**src/rtl/agc_arb_pkg.sv**
```systemverilog
// Shared types and constants for the agc_ram Core/host port arbiter.
package agc_arb_pkg;

  localparam int unsigned RAM_ADDR_W = 11;
  localparam int unsigned DATA_W     = 15;
  localparam int unsigned WDOG_LIMIT = 256;

  typedef enum logic [1:0] {
    CORE_OWN = 2'd0,
    DRAIN    = 2'd1,
    HOST_OWN = 2'd2,
    RETURN   = 2'd3
  } arb_state_t;

endpackage

```
**src/rtl/agc_ram_arbiter_if.sv**
```systemverilog
// Core, host and agc_ram signal bundle around the arbiter.
// host_timeout exists only when AGC_RAM_ARB_WATCHDOG_EN is defined.
interface agc_ram_arbiter_if;
  import agc_arb_pkg::*;

  logic [RAM_ADDR_W-1:0] core_rd_addr;
  logic [RAM_ADDR_W-1:0] core_wr_addr;
  logic [DATA_W-1:0]     core_wr_data;
  logic                  core_wr_en;
  logic                  core_stall;
  logic                  core_halted;
  logic                  core_pause;

  logic                  host_req;
  logic                  host_gnt;
  logic                  host_valid;
  logic                  host_ready;
  logic                  host_we;
  logic [RAM_ADDR_W-1:0] host_addr;
  logic [DATA_W-1:0]     host_wdata;
  logic                  host_done;
  logic                  host_rsp_valid;
  logic [DATA_W-1:0]     host_rdata;
`ifdef AGC_RAM_ARB_WATCHDOG_EN
  logic                  host_timeout;
`endif

  logic [RAM_ADDR_W-1:0] ram_rd_addr;
  logic [RAM_ADDR_W-1:0] ram_wr_addr;
  logic [DATA_W-1:0]     ram_wr_data;
  logic                  ram_wr_en;
  logic                  ram_addr_stall;
  logic [DATA_W-1:0]     ram_rd_data;

  modport slave (
    input  core_rd_addr, core_wr_addr, core_wr_data, core_wr_en, core_stall, core_halted,
    input  host_req, host_valid, host_we, host_addr, host_wdata, host_done, ram_rd_data,
    output core_pause, host_gnt, host_ready, host_rsp_valid, host_rdata,
`ifdef AGC_RAM_ARB_WATCHDOG_EN
    output host_timeout,
`endif
    output ram_rd_addr, ram_wr_addr, ram_wr_data, ram_wr_en, ram_addr_stall
  );

  modport master (
    output core_rd_addr, core_wr_addr, core_wr_data, core_wr_en, core_stall, core_halted,
    output host_req, host_valid, host_we, host_addr, host_wdata, host_done, ram_rd_data,
    input  core_pause, host_gnt, host_ready, host_rsp_valid, host_rdata,
`ifdef AGC_RAM_ARB_WATCHDOG_EN
    input  host_timeout,
`endif
    input  ram_rd_addr, ram_wr_addr, ram_wr_data, ram_wr_en, ram_addr_stall
  );

endinterface

```
**src/rtl/agc_arb_rsp_pipe.sv**
```systemverilog
// Read-tag shift register matching RAM read latency, plus in-flight read count.
module agc_arb_rsp_pipe #(
  parameter int unsigned RD_LATENCY = 1
) (
  input  logic clock,
  input  logic reset_n,
  input  logic tag_in,
  output logic tag_out,
  output logic busy
);

  localparam int unsigned CNT_W = $clog2(RD_LATENCY + 1);

  logic [RD_LATENCY-1:0] tag_sr;
  logic [CNT_W-1:0]      in_flight;

  always_ff @(posedge clock or negedge reset_n) begin
    if (!reset_n) begin
      tag_sr    <= '0;
      in_flight <= '0;
    end else begin
      tag_sr    <= (tag_sr << 1) | RD_LATENCY'(tag_in);
      in_flight <= in_flight + CNT_W'(tag_in) - CNT_W'(tag_out);
    end
  end

  assign tag_out = tag_sr[RD_LATENCY-1];
  assign busy    = (in_flight != '0);

endmodule

```
**src/rtl/agc_ram_arbiter.sv**
```systemverilog
// Shares the agc_ram port between the AGC Core and an external host.
// Optional host idle watchdog: define AGC_RAM_ARB_WATCHDOG_EN.
module agc_ram_arbiter
  import agc_arb_pkg::*;
#(
  parameter int unsigned PAUSE_CYCLES    = 3,
  parameter int unsigned BURST_MAX       = 16,
  parameter int unsigned MIN_CORE_CYCLES = 32,
  parameter int unsigned RD_LATENCY      = 1
) (
  input  logic              clock,
  input  logic              reset_n,
  agc_ram_arbiter_if.slave  bus
);

  localparam int unsigned DRAIN_W = $clog2(PAUSE_CYCLES + 1);
  localparam int unsigned BURST_W = $clog2(BURST_MAX + 1);
  localparam int unsigned COOL_W  = $clog2(MIN_CORE_CYCLES + 1);

  arb_state_t         state, state_nxt;
  logic [DRAIN_W-1:0] drain_cnt;
  logic [BURST_W-1:0] burst_cnt;
  logic [COOL_W-1:0]  cooldown;
  logic               release_q;
  logic               ready_c, accept, rd_accept, done_c;
  logic               rsp_tag, rsp_busy, wd_fire;

  assign ready_c   = (state == HOST_OWN) && (burst_cnt < BURST_W'(BURST_MAX)) && !release_q;
  assign accept    = bus.host_valid && ready_c;
  assign rd_accept = accept && !bus.host_we;
  assign done_c    = release_q || bus.host_done || wd_fire || (burst_cnt == BURST_W'(BURST_MAX));

  always_ff @(posedge clock or negedge reset_n) begin
    if (!reset_n) state <= CORE_OWN;
    else          state <= state_nxt;
  end

  always_comb begin
    state_nxt = state;
    case (state)
      CORE_OWN: if (bus.host_req && (cooldown == '0))
                  state_nxt = bus.core_halted ? HOST_OWN : DRAIN;
      DRAIN:    if (!bus.host_req)                                state_nxt = CORE_OWN;
                else if (drain_cnt == DRAIN_W'(PAUSE_CYCLES - 1)) state_nxt = HOST_OWN;
      // Hold the grant until every accepted read has returned its data.
      HOST_OWN: if (done_c && !rsp_busy && !rd_accept)            state_nxt = RETURN;
      RETURN:   state_nxt = CORE_OWN;
      default:  state_nxt = CORE_OWN;
    endcase
  end

  always_comb begin
    bus.core_pause     = 1'b0;
    bus.host_gnt       = 1'b0;
    bus.host_ready     = 1'b0;
    bus.ram_rd_addr    = bus.core_rd_addr;
    bus.ram_wr_addr    = bus.core_wr_addr;
    bus.ram_wr_data    = bus.core_wr_data;
    bus.ram_wr_en      = bus.core_wr_en;
    bus.ram_addr_stall = bus.core_stall;
    bus.host_rsp_valid = rsp_tag;
    bus.host_rdata     = rsp_tag ? bus.ram_rd_data : '0;
    case (state)
      DRAIN, RETURN: bus.core_pause = 1'b1;
      HOST_OWN: begin
        bus.core_pause     = 1'b1;
        bus.host_gnt       = 1'b1;
        bus.host_ready     = ready_c;
        bus.ram_rd_addr    = bus.host_addr;
        bus.ram_wr_addr    = bus.host_addr;
        bus.ram_wr_data    = bus.host_wdata;
        bus.ram_wr_en      = accept && bus.host_we;
        bus.ram_addr_stall = 1'b0;
      end
      default: ;
    endcase
  end

  // Drain, burst, release and post-release cooldown bookkeeping.
  always_ff @(posedge clock or negedge reset_n) begin
    if (!reset_n) begin
      drain_cnt <= '0;
      burst_cnt <= '0;
      cooldown  <= '0;
      release_q <= 1'b0;
    end else begin
      drain_cnt <= (state == DRAIN) ? drain_cnt + DRAIN_W'(1) : '0;
      if (state != HOST_OWN) burst_cnt <= '0;
      else if (accept)       burst_cnt <= burst_cnt + BURST_W'(1);
      if (state != HOST_OWN)                release_q <= 1'b0;
      else if (bus.host_done || wd_fire)    release_q <= 1'b1;
      if (state == RETURN)                                cooldown <= COOL_W'(MIN_CORE_CYCLES);
      else if ((state == CORE_OWN) && (cooldown != '0))   cooldown <= cooldown - COOL_W'(1);
    end
  end

  agc_arb_rsp_pipe #(.RD_LATENCY(RD_LATENCY)) u_rsp_pipe (
    .clock   (clock),
    .reset_n (reset_n),
    .tag_in  (rd_accept),
    .tag_out (rsp_tag),
    .busy    (rsp_busy)
  );

`ifdef AGC_RAM_ARB_WATCHDOG_EN
  localparam int unsigned WD_W = $clog2(WDOG_LIMIT + 1);
  logic [WD_W-1:0] idle_cnt;
  logic            idle_c, timeout_q;

  assign idle_c  = (state == HOST_OWN) && !accept && !bus.host_done;
  assign wd_fire = idle_c && (idle_cnt == WD_W'(WDOG_LIMIT - 1));

  always_ff @(posedge clock or negedge reset_n) begin
    if (!reset_n) begin
      idle_cnt  <= '0;
      timeout_q <= 1'b0;
    end else begin
      idle_cnt <= (idle_c && !wd_fire) ? idle_cnt + WD_W'(1) : '0;
      if (wd_fire) timeout_q <= 1'b1;
    end
  end

  assign bus.host_timeout = timeout_q;
`else
  assign wd_fire = 1'b0;
`endif

endmodule

```
**src/flat_wrapper.sv**
```systemverilog
// flat-port wrapper written by rule: the top's interface ports become plain ports
module agc_ram_arbiter_flat import agc_arb_pkg::*;
#(
  parameter int unsigned PAUSE_CYCLES    = 3,
  parameter int unsigned BURST_MAX       = 16,
  parameter int unsigned MIN_CORE_CYCLES = 32,
  parameter int unsigned RD_LATENCY      = 1
)
  (clock, reset_n, bus_core_rd_addr, bus_core_wr_addr, bus_core_wr_data, bus_core_wr_en, bus_core_stall, bus_core_halted, bus_host_req, bus_host_valid, bus_host_we, bus_host_addr, bus_host_wdata, bus_host_done, bus_ram_rd_data, bus_core_pause, bus_host_gnt, bus_host_ready, bus_host_rsp_valid, bus_host_rdata, bus_ram_rd_addr, bus_ram_wr_addr, bus_ram_wr_data, bus_ram_wr_en, bus_ram_addr_stall);
  agc_ram_arbiter_if bus_i ();
  input  logic clock;
  input  logic reset_n;
  input wire logic [$bits(bus_i.core_rd_addr)-1:0] bus_core_rd_addr;
  input wire logic [$bits(bus_i.core_wr_addr)-1:0] bus_core_wr_addr;
  input wire logic [$bits(bus_i.core_wr_data)-1:0] bus_core_wr_data;
  input wire logic [$bits(bus_i.core_wr_en)-1:0] bus_core_wr_en;
  input wire logic [$bits(bus_i.core_stall)-1:0] bus_core_stall;
  input wire logic [$bits(bus_i.core_halted)-1:0] bus_core_halted;
  input wire logic [$bits(bus_i.host_req)-1:0] bus_host_req;
  input wire logic [$bits(bus_i.host_valid)-1:0] bus_host_valid;
  input wire logic [$bits(bus_i.host_we)-1:0] bus_host_we;
  input wire logic [$bits(bus_i.host_addr)-1:0] bus_host_addr;
  input wire logic [$bits(bus_i.host_wdata)-1:0] bus_host_wdata;
  input wire logic [$bits(bus_i.host_done)-1:0] bus_host_done;
  input wire logic [$bits(bus_i.ram_rd_data)-1:0] bus_ram_rd_data;
  output wire logic [$bits(bus_i.core_pause)-1:0] bus_core_pause;
  output wire logic [$bits(bus_i.host_gnt)-1:0] bus_host_gnt;
  output wire logic [$bits(bus_i.host_ready)-1:0] bus_host_ready;
  output wire logic [$bits(bus_i.host_rsp_valid)-1:0] bus_host_rsp_valid;
  output wire logic [$bits(bus_i.host_rdata)-1:0] bus_host_rdata;
  output wire logic [$bits(bus_i.ram_rd_addr)-1:0] bus_ram_rd_addr;
  output wire logic [$bits(bus_i.ram_wr_addr)-1:0] bus_ram_wr_addr;
  output wire logic [$bits(bus_i.ram_wr_data)-1:0] bus_ram_wr_data;
  output wire logic [$bits(bus_i.ram_wr_en)-1:0] bus_ram_wr_en;
  output wire logic [$bits(bus_i.ram_addr_stall)-1:0] bus_ram_addr_stall;
  assign bus_i.core_rd_addr = bus_core_rd_addr;
  assign bus_i.core_wr_addr = bus_core_wr_addr;
  assign bus_i.core_wr_data = bus_core_wr_data;
  assign bus_i.core_wr_en = bus_core_wr_en;
  assign bus_i.core_stall = bus_core_stall;
  assign bus_i.core_halted = bus_core_halted;
  assign bus_i.host_req = bus_host_req;
  assign bus_i.host_valid = bus_host_valid;
  assign bus_i.host_we = bus_host_we;
  assign bus_i.host_addr = bus_host_addr;
  assign bus_i.host_wdata = bus_host_wdata;
  assign bus_i.host_done = bus_host_done;
  assign bus_i.ram_rd_data = bus_ram_rd_data;
  assign bus_core_pause = bus_i.core_pause;
  assign bus_host_gnt = bus_i.host_gnt;
  assign bus_host_ready = bus_i.host_ready;
  assign bus_host_rsp_valid = bus_i.host_rsp_valid;
  assign bus_host_rdata = bus_i.host_rdata;
  assign bus_ram_rd_addr = bus_i.ram_rd_addr;
  assign bus_ram_wr_addr = bus_i.ram_wr_addr;
  assign bus_ram_wr_data = bus_i.ram_wr_data;
  assign bus_ram_wr_en = bus_i.ram_wr_en;
  assign bus_ram_addr_stall = bus_i.ram_addr_stall;
  agc_ram_arbiter #(.PAUSE_CYCLES(PAUSE_CYCLES), .BURST_MAX(BURST_MAX), .MIN_CORE_CYCLES(MIN_CORE_CYCLES), .RD_LATENCY(RD_LATENCY)) u_core (.clock(clock), .reset_n(reset_n), .bus(bus_i));
endmodule
```
**config.mk**
```make
export PLATFORM = sky130hd
export DESIGN_NAME = agc_ram_arbiter_flat
export DESIGN_NICKNAME = d
export VERILOG_FILES = /design/src/rtl/agc_arb_pkg.sv /design/src/rtl/agc_ram_arbiter_if.sv /design/src/rtl/agc_arb_rsp_pipe.sv /design/src/rtl/agc_ram_arbiter.sv /design/src/flat_wrapper.sv
export SDC_FILE = /design/constraint.sdc
export NUM_CORES = 1
export LEC_CHECK = 0
export ABC_AREA = 1
export ABC_CLOCK_PERIOD_IN_PS = 1900
export CAP_MARGIN = 15
export CORE_ASPECT_RATIO = 1.4
export CORE_UTILIZATION = 33
export CTS_CLUSTER_SIZE = 28
export DETAILED_ROUTE_END_ITERATION = 12
export GPL_TIMING_DRIVEN = 0
export PLACE_DENSITY = 0.95
export SETUP_SLACK_MARGIN = 0.05
export SYNTH_ARGS = -nofsm -noshare
export SYNTH_HDL_FRONTEND = slang
export SYNTH_SLANG_ARGS = --single-unit
export TNS_END_PERCENT = 10
```
**constraint.sdc**
```tcl
create_clock -name clock -period 1.9 [get_ports clock]
set_input_delay 0.19 -clock clock [delete_from_list [all_inputs] [get_ports clock]]
set_output_delay 0.19 -clock clock [all_outputs]
set_load 0.02 [all_outputs]
```
==> Word level (Yosys, flattened, before mapping) <==
Cells that the tools add are included.
{ "word_totals": {"ff_bits": 18, "input_bits": 87, "out_inout_bits": 58, "word_cells": 67} }
{ "classes": {"add_sub_neg": 5, "n_lt_le_gt_ge": 1, "n_eq_ne": 9, "n_mux": 22, "n_reduce_logical": 23} }
{ "ops": {"columns": ["cell", "count"], "rows": [
  ["15-bit two-way mux", 2],
  ["11-bit two-way mux", 2],
  ["2-bit two-way mux", 6],
  ["6-bit two-way mux", 2],
  ["5-bit two-way mux", 2],
  ["1-bit logical AND", 9],
  ["2-bit one-hot mux with 4 select lines", 1],
  ["1-bit two-way mux", 7],
  ["2-bit == test, second input constant", 3],
  ["6-bit logical NOT", 1],
  ["2-bit nonzero test", 3],
  ["6-bit nonzero test", 1],
  ["6-bit by 1-bit subtractor with 6-bit output, second input constant", 1],
  ["5-bit by 1-bit adder with 5-bit output, second input constant", 1],
  ["5-bit == test, second input constant", 1],
  ["5-bit less-than comparator, second input constant", 1],
  ["1-bit logical NOT", 4],
  ["2-bit inequality test, second input constant", 2],
  ["3-bit by 2-bit inequality test with 1-bit output, second input constant", 1],
  ["3-bit AND reduction", 1],
  ["3-bit OR reduction", 1],
  ["2-bit by 1-bit adder with 2-bit output, second input constant", 1],
  ["2-bit by 1-bit == test with 1-bit output, second input constant", 1],
  ["2-bit logical NOT", 1],
  ["other kinds (4)", 5]
]} }

==> Depth between registers and ports, before layout <==
{ "depth": {"depth_word": 9, "mapped_depth": 10, "ltp_nobuf": 10} }

==> Cells and area by module <==
A second synthesis with hierarchy kept.
{ "unflattened": {"hier_cells": 262, "area_unflattened_um2": 1521.5} }
{ "by_module_without_submodules": {"columns": ["module", "instances", "cells_per_inst", "area_each_um2", "seq_area_each_um2"], "rows": [
  ["agc_ram_arbiter", 1, 251, 1436.4, 400.4],
  ["agc_arb_rsp_pipe", 1, 11, 85.1, 50.0]
]} }

==> Worst setup path after synthesis <==
Ideal clock, no wire load.
{ "synth_path": {"kind": "register -> output", "from": "reg u_core.state[0]", "to": "out bus_host_ready", "arrival_ns": 1.366, "required_ns": 1.710, "path_slack_ns": 0.344, "stages_incl_launch_ff": 5, "n_path_buf": 1, "cell_sequence": "dfrtp_1 nor2_8 inv_2 buf_2 nor3_1"} }
{ "synth_via": {"elab_chain_len": 4} }
{ "synth_rtl": {"columns": ["element", "line_no", "source"], "rows": [
  ["start: declaration", "agc_ram_arbiter.sv:20", "arb_state_t state, state_nxt;"],
  ["start signal: assignment", "agc_ram_arbiter.sv:35", "else state <= state_nxt;"],
  ["2-bit == test *", "agc_ram_arbiter.sv:28, agc_ram_arbiter.sv:63", null],
  ["1-bit logical AND (2 in series)", "agc_ram_arbiter.sv:28", "assign ready_c = (state == HOST_OWN) && (burst_cnt < BURST_W'(BURST_MAX)) && !release_q;"],
  ["1-bit two-way mux *", "agc_ram_arbiter.sv:63", "case (state)"],
  ["end: declaration", "flat_wrapper.sv:28", "output wire logic [$bits(bus_i.host_ready)-1:0] bus_host_ready;"]
]} }
Mark *: on every way between the ends. The rest lies on a longest branch, timed or not.

==> Final worst setup path <==
Ends and elaborated chain as after synthesis.

==> flow_summary_export.csv <==
group,metric,value,unit
synthesis,synth_compound_area_share,5.945,%
timing,finalClockSkew,0.002156,ns
outcome,status,"finished, final reports clean",
cts,root_buffer,"clkbuf_8",
floorplan,core_area,4309,um^2
placement,place_area,3032,um^2
min_path,hold_path.class,"in2async",
synthesis,syn_nets,348,
final_layout,fillers,347,
synthesis,synth_warnings,0,
global_routing,antenna_found_initial,0,
final_layout,syn_to_final_growth,105.1,%
final_layout,multi_input_area,882.1,um^2
job,cap_viol_max_count,0,
cts,clock-sinks,18,
final_layout,layout_commonest_cell,"nand2_1",
placement,numPortBuffers,144,
setup_path,arrival,1.62,ns
floorplan,initial_core_util,35.16,%
synthesis,syn_area,1515,um^2
timing,period_share,95.27,%
cts,cts.path.max_buffers,2,
detailed_routing,drtPass1Iterations,4,
timing,slew-limit-headroom,46.79,%
detailed_routing,vias_per_cell,4.464,
global_routing,grt_max_degree,19,
pwr,power.total,2.625,mW
global_routing,grt_pass1_wl,8362,um
cts,clk_pin_slew,0.07,ns
timing,finalHoldViolCount,0,
pwr,p_leak,1.678,nW
detailed_routing,drc,0,
detailed_routing,routedWlPerCell,12.58,um
synthesis,synth_top_family_by_area,"simple AND/OR/NAND/NOR gates",
timing,setup_violations,0,
timing,tightest_slew,0.7956,ns
placement,dpl.hpwl,4919,um
final_layout,stdcell_count,466,
synthesis,synth_xor_area_share,2.312,%
cts,clock_latency,0.25,ns
floorplan,dieArea,4871,um^2
synthesis,ys_types,25,
floorplan,die_w,59.27,um
timing,period_needed,1.810,ns
cts,cts_tree,"done",
setup_path,crit_path_end_kind,"output port",
detailed_routing,antenna_left,0,
final_layout,drive_gt1_share,9.606,%
cts,cts_buffers,3,
detailed_routing,drt-initial-drc-count,121,
synthesis,syn_avg_cell_area,5.919,um^2
synthesis,yosys.area_share.simple,45.66,%
floorplan,fp.dieH,82.18,um
final_layout,mostFrequentLayoutCells,"133 x nand2_1, 101 x clkdlybuf4s50_1, 36 x inv_1, 19 x dlygate4sd2_1, 16 x dfrtp_1",
final_layout,nets,499,
timing,worst_slack,0.08996,ns
placement,gp_congestion,0.8989,
global_routing,grt_pass1_vias,1875,
synthesis,synth_fa_ha_area_share,4.129,%
timing,fin_tns_setup,0,ns
synthesis,synthMuxAreaShare,0,%
pwr,irDropWorstVdd,802.9,uV
setup_path,critPathLaunchType,"flip-flop",
floorplan,num_rows,28,
floorplan,io_pins,145,
global_routing,overflow,0,
final_layout,n_antenna_cell,0,
global_routing,grt_usage,21.99,%
synthesis,ys_seq_area_share,29.73,%
timing,max_freq,552.5,MHz
placement,place_inst,460,
detailed_routing,vias,2080,
placement,place_ws,-0.1041,ns
cts,cts_hold_buf,0,
setup_path,timing_worst_setup_path_type,"reg2out",
timing,grt_setup_unrepaired,"yes",
setup_path,crit_path_max_fanout,10,
final_layout,seqCellArea,452.9,um^2
final_layout,final_area,3108,um^2
pwr,power_density,844.4,nW/um^2
synthesis,synth-seq-cells,18,
detailed_routing,wl,5862,um
synthesis,synthCells,256,
final_layout,final_util,72.13,%
timing,finalMaxSlewViolations,0,
timing,whs,0.4024,ns
setup_path,cp_data_required_time,1.71,ns
cts,cts_htree_levels,1,
## what timing repair did
action,in CTS,in global routing
gates resized for setup,85,9
setup buffers,0,3
endpoints found under the setup margin,51,48
pin swaps,0,1
## cells by family after synthesis
| family | count (synthesis) |
|---|---|
| and+or+nand+nor | 165 |
| buffers and inverters | 47 |
| DFF | 18 |
| AOI/OAI and AO/OA | 17 |
| adders and majority gates | 5 |
| xor gates and xnor gates | 4 |
## path summary, 6_finish.rpt
| check | from | endpoint | slack (ns) | depth (start not counted) |
|---|---|---|---|---|
| max | u_core.state[0] | bus_host_ready | 0.09 | 5 |
| min | reset_n | u_core.cooldown[5] | 0.40 | 1 |
| max reg2reg | u_core.cooldown[0] | u_core.state[0] | 0.47 | 7 |
| min reg2reg | u_core.drain_cnt[0] | u_core.drain_cnt[0] | 0.43 | 1 |
| max in group asynchronous | reset_n | u_core.state[0] | 0.95 | 1 |
| min in group clock | u_core.drain_cnt[0] | u_core.drain_cnt[0] | 0.43 | 1 |
## critical path, cell delays in order, from the launching register on
cell             delay (ns)
dfrtp_2                0.48
nor2_8                 0.17
inv_2                  0.09
buf_4                  0.18
nor3_1                 0.15
clkdlybuf4s15_2        0.30
## flip-flops by register name, indices dropped and copies added, names as in the netlist
register,cells
u_core.burst_cnt,5
u_core.cooldown,6
u_core.drain_cnt,2
u_core.release_q,1
u_core.state,2
u_core.u_rsp_pipe.busy,1
u_core.u_rsp_pipe.tag_out,1
## routing by layer
layer	GRT usage, %	part of all wire [%]	vias up
met3	7.477	11	4
met4	2.143	0.70	0
met1	21.97	35	929
li1	-	-	1068
met5	0	0	-
met2	43.93	53	79
## layout make-up
type                    instances  area share (%)
flip-flops and latches         18           14.57
repair buffers                147           46.34
plain buffers                   8           1.932
clock buffers                   4           1.771
inverters                      38           4.589
well taps                      60           2.415
multi-input cells             191           28.38
## report_power, final
part,leakage (nW),internal (mW),switching [mW],total [mW]
clock,0.0288,0.184,0.123,0.307
combinational,1.42,0.744,0.956,1.70
sequential,0.231,0.508,0.109,0.618
## Yosys cell counts
| cell | count | area, um^2 |
|---|---|---|
| o21ai_0 | 7 | 35.03 |
| nand2_2 | 1 | 6.260 |
| a211oi_1 | 1 | 7.510 |
| dfrtp_1 | 18 | 450.4 |
| nand4_2 | 1 | 12.51 |
| ha_1 | 5 | 62.56 |
| nor2_1 | 13 | 48.80 |
| nand3_1 | 8 | 40.04 |
| inv_2 | 2 | 7.510 |
| nor2_2 | 1 | 6.260 |
| nor3b_1 | 1 | 7.510 |
| nor3_1 | 2 | 10.01 |
| o21ai_1 | 1 | 5.000 |
| nand4_1 | 2 | 12.51 |
| inv_1 | 36 | 135.1 |
| nand3_4 | 1 | 17.52 |
| o22ai_1 | 2 | 12.51 |
| xor2_1 | 2 | 17.52 |
| nand2_1 | 133 | 499.2 |
| a21oi_1 | 6 | 30.03 |
| nor2_4 | 1 | 11.26 |
| xnor2_1 | 2 | 17.52 |
| clkbuf_1 | 2 | 7.510 |
| nor2_8 | 1 | 20.02 |
| buf_2 | 7 | 35.03 |
(Power assumes the default switching activity.)
==> RTL change (config.mk and constraints unchanged) <==
Encoding of `arb_state_t`: now one-hot (4 bits for 4 states).
--- a/src/rtl/agc_arb_pkg.sv
+++ b/src/rtl/agc_arb_pkg.sv
@@ -7,7 +7,7 @@
 
-  typedef enum logic [1:0] {
-    CORE_OWN = 2'd0,
-    DRAIN    = 2'd1,
-    HOST_OWN = 2'd2,
-    RETURN   = 2'd3
+  typedef enum logic [3:0] {
+    CORE_OWN = 4'b0001,
+    DRAIN    = 4'b0010,
+    HOST_OWN = 4'b0100,
+    RETURN   = 4'b1000
   } arb_state_t;
Formal check against the unedited RTL: same outputs for any inputs over 10 cycles, from zero or initial values and one cycle with reset_n low; not proved beyond that.
==> RTL change against the original RTL <==
  * Setup slack lost 0.011 ns
  * Clock power grew 5%
  * Clock skew about the same
  * Design area up 2.9%
  * Worst hold slack gained 0.020 ns
  * Sequential cell count grew 2
  * Routed wire length is 8.4% lower
  * Total power shrank 15%
  * Synthesized area is 11% higher
  * Critical path type unchanged
  * Critical endpoint is now bus_ram_wr_addr[1]
  * Highest routed layer unchanged
==> RTL change: results (changes against the original RTL) <==
<table>
<tr><th>Metric</th><th>Value</th></tr>
<tr><th colspan="2">Cells and area</th></tr>
<tr><td>Share of cells above drive strength 1</td><td>19.3% (+9.7 points)</td></tr>
<tr><td>Leading registers by flop count</td><td>u_core.cooldown: 6 flops, u_core.burst_cnt: 5 flops, u_core.state: 4 flops</td></tr>
<tr><td>Net total in the final layout</td><td>512 (+2.6%)</td></tr>
<tr><th colspan="2">Synthesis</th></tr>
<tr><td>Sequential element share of the synthesized area</td><td>29.8% (+0.042 points)</td></tr>
<tr><td>Mean area per synthesized cell</td><td>6.24 um2 (+5.5%)</td></tr>
<tr><td>Yosys cell types</td><td>32 (+28%)</td></tr>
<tr><td>Cell types occupying the most area after synthesis</td><td>sky130_fd_sc_hd__nand2_1, sky130_fd_sc_hd__dfrtp_1, sky130_fd_sc_hd__inv_1</td></tr>
<tr><th colspan="2">Outcome</th></tr>
<tr><td>Result of the run</td><td>finished, final reports clean</td></tr>
<tr><th colspan="2">Setup path</th></tr>
<tr><td>Endpoint of the worst setup timing path</td><td>bus_ram_wr_addr[1]</td></tr>
<tr><td>Setup slack of the most critical reg-to-reg path</td><td>0.49 ns (+0.02 ns)</td></tr>
<tr><td>Delay of the slowest critical-path stage</td><td>0.55 ns (+0.07 ns)</td></tr>
<tr><td>Category of cells accounting for the largest share of critical-path delay</td><td>flip-flops</td></tr>
<tr><td>Critical path's slowest cell</td><td>sky130_fd_sc_hd__dfstp_2</td></tr>
<tr><th colspan="2">Pwr</th></tr>
<tr><td>Leakage power total</td><td>1.76 nW (+4.6%)</td></tr>
<tr><td>Worst vdd ir</td><td>372 uV (-54%)</td></tr>
<tr><td>Total internal power</td><td>1.29 mW (-10%)</td></tr>
<tr><td>Clock group share of total power</td><td>14.4% (+2.7 points)</td></tr>
<tr><td>Part of the power in combinational logic</td><td>58.4% (-6.4 points)</td></tr>
<tr><th colspan="2">Route</th></tr>
<tr><td>Via density</td><td>4.51 (+1.0%)</td></tr>
<tr><td>Number of violations reported at the end of detailed-routing iteration 0</td><td>67 (-45%)</td></tr>
<tr><th colspan="2">Global route</th></tr>
<tr><td>Fraction of met2 tracks used by global routing</td><td>40.4% (-3.5 points)</td></tr>
<tr><td>GRT Util Overall</td><td>19.7% (-2.3 points)</td></tr>
<tr><td>Largest net degree at the start of global routing</td><td>21 (+2)</td></tr>
<tr><th colspan="2">Place</th></tr>
<tr><td>GP Congestion</td><td>0.768 (-15%)</td></tr>
<tr><td>Cell area after placement</td><td>3210 um2 (+5.8%)</td></tr>
<tr><td>Half-perimeter wire length after placement</td><td>4470 um (-9.2%)</td></tr>
</table>
[RTL change: how the worst min path moves through the flow]
stage,slack [ns],startpoint,cells past startpoint,end
finish,0.42,reset_n,1,u_core.cooldown[4]
global route,0.46,u_core.drain_cnt[0],1,u_core.drain_cnt[0]
CTS,0.44,u_core.drain_cnt[0],1,u_core.drain_cnt[0]
detailed placement,0.43,u_core.drain_cnt[0],1,u_core.drain_cnt[0]
global placement,0.41,u_core.drain_cnt[0],1,u_core.drain_cnt[0]
floorplan,-0.11,reset_n,0,u_core.burst_cnt[0]
[RTL change: per-layer routing]
metal  routed length [um]  vias to the layer above
met4                   85                        0
met5                    0                        -
met2                 3010                       96
met1                 1960                      957
met3                  311                        9
li1                     -                     1116
[RTL change: cell type report]
class	instances	area share, %
plain buffers	9	3.44
well taps	64	2.50
inverters	40	5.09
flip-flops and latches	20	15.7
multi-input cells	200	30.4
repair buffers	146	41.1
clock buffers	4	1.72
